`src/rtl/fn_unit_arbiter.sv`:
```
// Round-robin arbiter/sequencer sharing one multi-cycle Gray/Binary function unit
// between two requesters; unsupported codes and unit hangs get an error response.
`ifndef Bin2Gray
`define Bin2Gray 3'd1
`endif
`ifndef Gray2Bin
`define Gray2Bin 3'd2
`endif

module fn_unit_arbiter #(
  parameter logic [2:0]  FN_B2G  = `Bin2Gray,
  parameter logic [2:0]  FN_G2B  = `Gray2Bin,
  parameter int unsigned TIMEOUT = 255
) (
  input  logic         clk,
  input  logic         rst,
  input  logic         req0_valid,
  output logic         req0_ready,
  input  logic [2:0]   req0_fn,
  input  logic [127:0] req0_data,
  input  logic         req1_valid,
  output logic         req1_ready,
  input  logic [2:0]   req1_fn,
  input  logic [127:0] req1_data,
  output logic         u_en,
  output logic [2:0]   u_fn,
  output logic [127:0] u_data,
  input  logic [127:0] u_odata,
  input  logic         u_valid,
  output logic         rsp_valid,
  output logic         rsp_id,
  output logic [127:0] rsp_data,
  output logic         rsp_err
);
  localparam int CW = $clog2(TIMEOUT);

  typedef enum logic [1:0] {IDLE, ISSUE, WAIT, RESP} state_t;
  state_t state, state_nx;

  logic          last_grant, job_id, err;
  logic [2:0]    job_fn;
  logic [127:0]  job_data, result;
  logic [CW-1:0] cnt;

  logic          grant0, grant1, accept, fn_ok, timeout_hit;
  logic [2:0]    sel_fn;
  logic [127:0]  sel_data;

  // Readiness is gated by rst so no requester sees a handshake while held in reset.
  always_comb begin
    grant0      = (state == IDLE) && !rst && req0_valid && (!req1_valid || last_grant);
    grant1      = (state == IDLE) && !rst && req1_valid && (!req0_valid || !last_grant);
    accept      = grant0 || grant1;
    sel_fn      = grant1 ? req1_fn   : req0_fn;
    sel_data    = grant1 ? req1_data : req0_data;
    fn_ok       = (sel_fn == FN_B2G) || (sel_fn == FN_G2B);
    timeout_hit = (cnt == CW'(TIMEOUT - 1));
  end

  always_comb begin
    state_nx = state;
    case (state)
      IDLE:  if (accept) state_nx = fn_ok ? ISSUE : RESP;
      ISSUE: state_nx = WAIT;
      WAIT:  if (u_valid || timeout_hit) state_nx = RESP;
      RESP:  state_nx = IDLE;
      default: state_nx = IDLE;
    endcase
  end

  always_ff @(posedge clk or posedge rst) begin
    if (rst) begin
      state      <= IDLE;
      last_grant <= 1'b1;
      job_id     <= 1'b0;
      job_fn     <= '0;
      job_data   <= '0;
      result     <= '0;
      err        <= 1'b0;
      cnt        <= '0;
    end else begin
      state <= state_nx;
      case (state)
        IDLE: if (accept) begin
          last_grant <= grant1;
          job_id     <= grant1;
          job_fn     <= sel_fn;
          job_data   <= sel_data;
          result     <= '0;
          err        <= !fn_ok;
        end
        ISSUE: cnt <= '0;
        WAIT: begin
          cnt <= cnt + 1'b1;
          // Completion wins over a timeout landing on the same cycle.
          if (u_valid) begin
            result <= u_odata;
            err    <= 1'b0;
          end else if (timeout_hit) begin
            result <= '0;
            err    <= 1'b1;
          end
        end
        default: ;
      endcase
    end
  end

  assign req0_ready = grant0;
  assign req1_ready = grant1;
  assign u_en       = (state == ISSUE);
  assign u_fn       = job_fn;
  assign u_data     = job_data;
  assign rsp_valid  = (state == RESP);
  assign rsp_id     = rsp_valid && job_id;
  assign rsp_err    = rsp_valid && err;
  assign rsp_data   = rsp_valid ? result : '0;

endmodule
```
`config.mk`:
```
export PLATFORM = sky130hd
export DESIGN_NAME = fn_unit_arbiter
export DESIGN_NICKNAME = d
export VERILOG_FILES = /design/src/rtl/fn_unit_arbiter.sv
export SDC_FILE = /design/constraint.sdc
export NUM_CORES = 1
export LEC_CHECK = 0
export CORE_AREA = 4 4 255 257
export DETAILED_ROUTE_END_ITERATION = 8
export DIE_AREA = 0 0 259 261
export PLACE_DENSITY = 0.44
export SYNTH_ARGS = -nofsm -noshare
export SYNTH_HDL_FRONTEND = slang
export SYNTH_SLANG_ARGS = --single-unit
```
`constraint.sdc`:
```
create_clock -name clk -period 14.6 [get_ports clk]
set_input_delay 2.92 -clock clk [delete_from_list [all_inputs] [get_ports clk]]
set_output_delay 2.92 -clock clk [all_outputs]
set_load 0.01 [all_outputs]
```
==> impl_metrics.json <==
{
  "status": "finished, final reports clean",
  "pre_cts_slack_ns": 6.24,
  "r2r_start": "state[0]$_DFFE_PP0P_",
  "swShare": 0.346,
  "whs_ns": 0.473,
  "syn_area_mm2": 0.0123,
  "fin_area_mm2": 0.0207,
  "yosysSeqAreaShare": 0.554,
  "final_cell_mix": "clkdlybuf4s50_1 (659), dfrtp_1 (271), nand2_1 (141), o21ai_0 (140), mux2i_1 (134)",
  "p_clk_frac": 0.239,
  "num_rows": 92,
  "worst_slew_pin_slew_ns": 1.03,
  "endpoint_kind": "output port",
  "fin_util": 0.330,
  "power_density_mw_per_mm2": 172,
  "dr.pass1.iters": 4,
  "endpoint": "req1_ready",
  "relSlewSlack": 0.314,
  "r2r_cells": 8,
  "setup-violations-final": 0,
  "grt_max_degree": 111,
  "p_int_mw": 2.32,
  "critPathBufInv": 3,
  "initial_utilization": 0.196,
  "critical_path_arrival_ns": 5.41,
  "cts_tree": "done",
  "ant_nets": 0,
  "gp_congestion": 0.731,
  "placed_cell_area_mm2": 0.0196,
  "ir_worst_vdd_mv": 0.0693,
  "ys_warn_count": 0,
  "fin_skew_ns": 0.00860,
  "hold_violations": 0,
  "pin_count": 660,
  "rsz0062_at_grt": "no",
  "grt_use_total": 0.142,
  "syn_area_per_cell_um2": 11.2,
  "cp-startpoint": "rst",
  "setup_tns_ns": 0,
  "synth-edff-count": 0,
  "ys_ff_latch": 272,
  "final_common_cell": "clkdlybuf4s50_1",
  "die_h_um": 261,
  "switching_power_mw": 1.23,
  "cts-root-buf": "clkbuf_16",
  "grt_pass1_wl_mm": 72.7,
  "period_minus_slack_ns": 8.33,
  "place_hpwl_mm": 37.8,
  "wl_per_cell_um": 19.6,
  "die_w_um": 259,
  "cts_buffer_depth": 3,
  "fin_crit_sh": 0.570,
  "port_buffers": 659,
  "netlist_instances": 1099,
  "final_max_slew_viol_count": 0,
  "drcViolationCount": 0,
  "synth_top_flop_cell": "dfrtp_1",
  "p_seq_frac": 0.339,
  "cts_setup_buffers": 0,
  "critPathMaxStageDelay_ns": 0.61,
  "crit_required_ns": 11.68,
  "synth_cell_types": 38,
  "fmax_mhz": 120,
  "cts-resized-gates": 0,
  "clkTransAtPathRegs_ns": 0.05,
  "combPwrFrac": 0.422,
  "synth_nets": 1501,
  "hp-class": "reg2reg",
  "dr.first_iter.drc_count": 380,
  "max_cap_violations": 0,
  "drive_gt1_frac": 0.0408,
  "crit_type": "in2out",
  "crit_path_start_kind": "input pin",
  "crit_chain": "clkdlybuf4s50_1 > nor2b_1 > nand3_4 > inv_1 > clkdlybuf4s50_1",
  "vias": 10400,
  "path_depth": 5,
  "syn_to_final_growth_pct": 68.2,
  "drt-vias-per-instance": 4.02,
  "fin_nets": 2121,
  "cp_top_family": "buffers and inverters",
  "core_mm2": 0.0627,
  "layout_setup_ws_ns": 6.27,
  "cts_sinks": 272,
  "clk_latency_ns": 0.53,
  "rr_endpoint": "u_data[49]$_DFFE_PP0P_",
  "die_area_mm2": 0.0676,
  "numCtsBuffers": 37,
  "htreeDepth": 2,
  "regToRegSetupSlack_ns": 10.84,
  "critPathMostFrequentCell": "clkdlybuf4s50_1",
  "p_leak_nw": 9.52,
  "grt_antenna_before_repair": 7,
  "drt-total-wl_mm": 50.7,
  "nFillCells": 6374,
  "grt-ovfl-total": 0,
  "synthArstFlopShare": 1.00,
  "cts_hold_buf": 0,
  "path_max_fanout": 24,
  "grt_pass1_vias": 11000,
  "cp_slowest_cell": "nor2b_1"
}
## flip-flops by register name (all words and copies together) (netlist names)
signal,count
cnt,8
err,1
job_id,1
last_grant,1
result,128
state,2
u_data,128
u_fn,3
## cell families after synthesis
family,after synthesis,share of synthesized area
and+or+nand+nor,292,0.118
AOI/OAI and AO/OA,286,0.159
DFF,272,0.554
muxes,134,0.109
buffers and inverters,104,0.0495
adders and majority gates,7,0.00712
xor gates and xnor gates,4,0.00285
## power by group through the flow
| stage | clock network [mW] | logic, mW | registers (mW) |
|---|---|---|---|
| detailed placement | 0 | 1.54 | 1.21 |
| CTS | 0.892 | 1.55 | 1.21 |
| finish | 0.850 | 1.50 | 1.20 |
| global route | 0.922 | 1.65 | 1.24 |
| global placement | 0 | 1.53 | 1.21 |
| floorplan | 0 | 0.678 | 1.27 |
## routing by layer
layer  vias to the layer above  part of all wire  track usage
li1                       5079                 -            -
met2                       417              0.48        0.243
met5                         -           0.00077            0
met3                        64              0.10       0.0623
met4                         6             0.023       0.0382
met1                      4842              0.39        0.164
## layout make-up
type / instances / area (um2) / area share
clock buffer: 56 / 1090 / 0.0526
timing repair buffer: 670 / 6690 / 0.324
tap: 846 / 1060 / 0.0512
clock inverter: 6 / 32.5 / 0.00157
multi-input combinational: 723 / 4930 / 0.238
sequential: 272 / 6810 / 0.329
inverter: 15 / 63.8 / 0.00309
antenna: 4 / 10.0 / 0.000484
## Yosys cell counts, types with 2 or more instances
library cell,count,area share
nor2_1,5,0.0015
clkbuf_1,37,0.011
dfrtp_1,271,0.55
nand3_1,4,0.0016
mux2i_1,134,0.11
a22o_1,128,0.091
a41o_1,2,0.0016
nor3_1,2,0.00081
buf_2,27,0.011
a31oi_1,2,0.0010
inv_1,15,0.0046
buf_6,24,0.022
a21oi_1,3,0.0012
ha_1,7,0.0071
and2_1,131,0.067
nand2_1,141,0.043
nor2b_1,4,0.0020
xnor2_1,3,0.0021
o21ai_0,140,0.057
## how the worst min path moves through the flow
stage                            start                      end  slack (ns)  cells past startpoint
2_1_floorplan  result[100]$_DFFE_PP0P_  result[100]$_DFFE_PP0P_        0.46                      1
3_3_place_gp    u_data[69]$_DFFE_PP0P_   u_data[69]$_DFFE_PP0P_        0.46                      2
3_5_place_dp    u_data[56]$_DFFE_PP0P_   u_data[56]$_DFFE_PP0P_        0.47                      2
4_1_cts        u_data[101]$_DFFE_PP0P_  u_data[101]$_DFFE_PP0P_        0.48                      2
5_1_grt          u_data[6]$_DFFE_PP0P_    u_data[6]$_DFFE_PP0P_        0.49                      2
6_report       u_data[101]$_DFFE_PP0P_  u_data[101]$_DFFE_PP0P_        0.47                      2
## worst register-to-register path, stage by stage, from the launching register on
cell	delay (ns)
dfrtp_1	0.42
inv_1	0.12
ha_1	0.28
nor2b_1	0.28
o21ai_4	0.11
buf_4	0.53
buf_4	0.78
buf_4	0.80
o21ai_0	0.28
## per-stage QoR
step	power (mW)	cells
floorplan	1.94	1099
global placement	2.74	2526
detailed placement	2.76	2526
CTS	3.65	2588
global route	3.81	2589
finish	3.55	2592
Note: power is estimated with default switching activity, not from simulation.
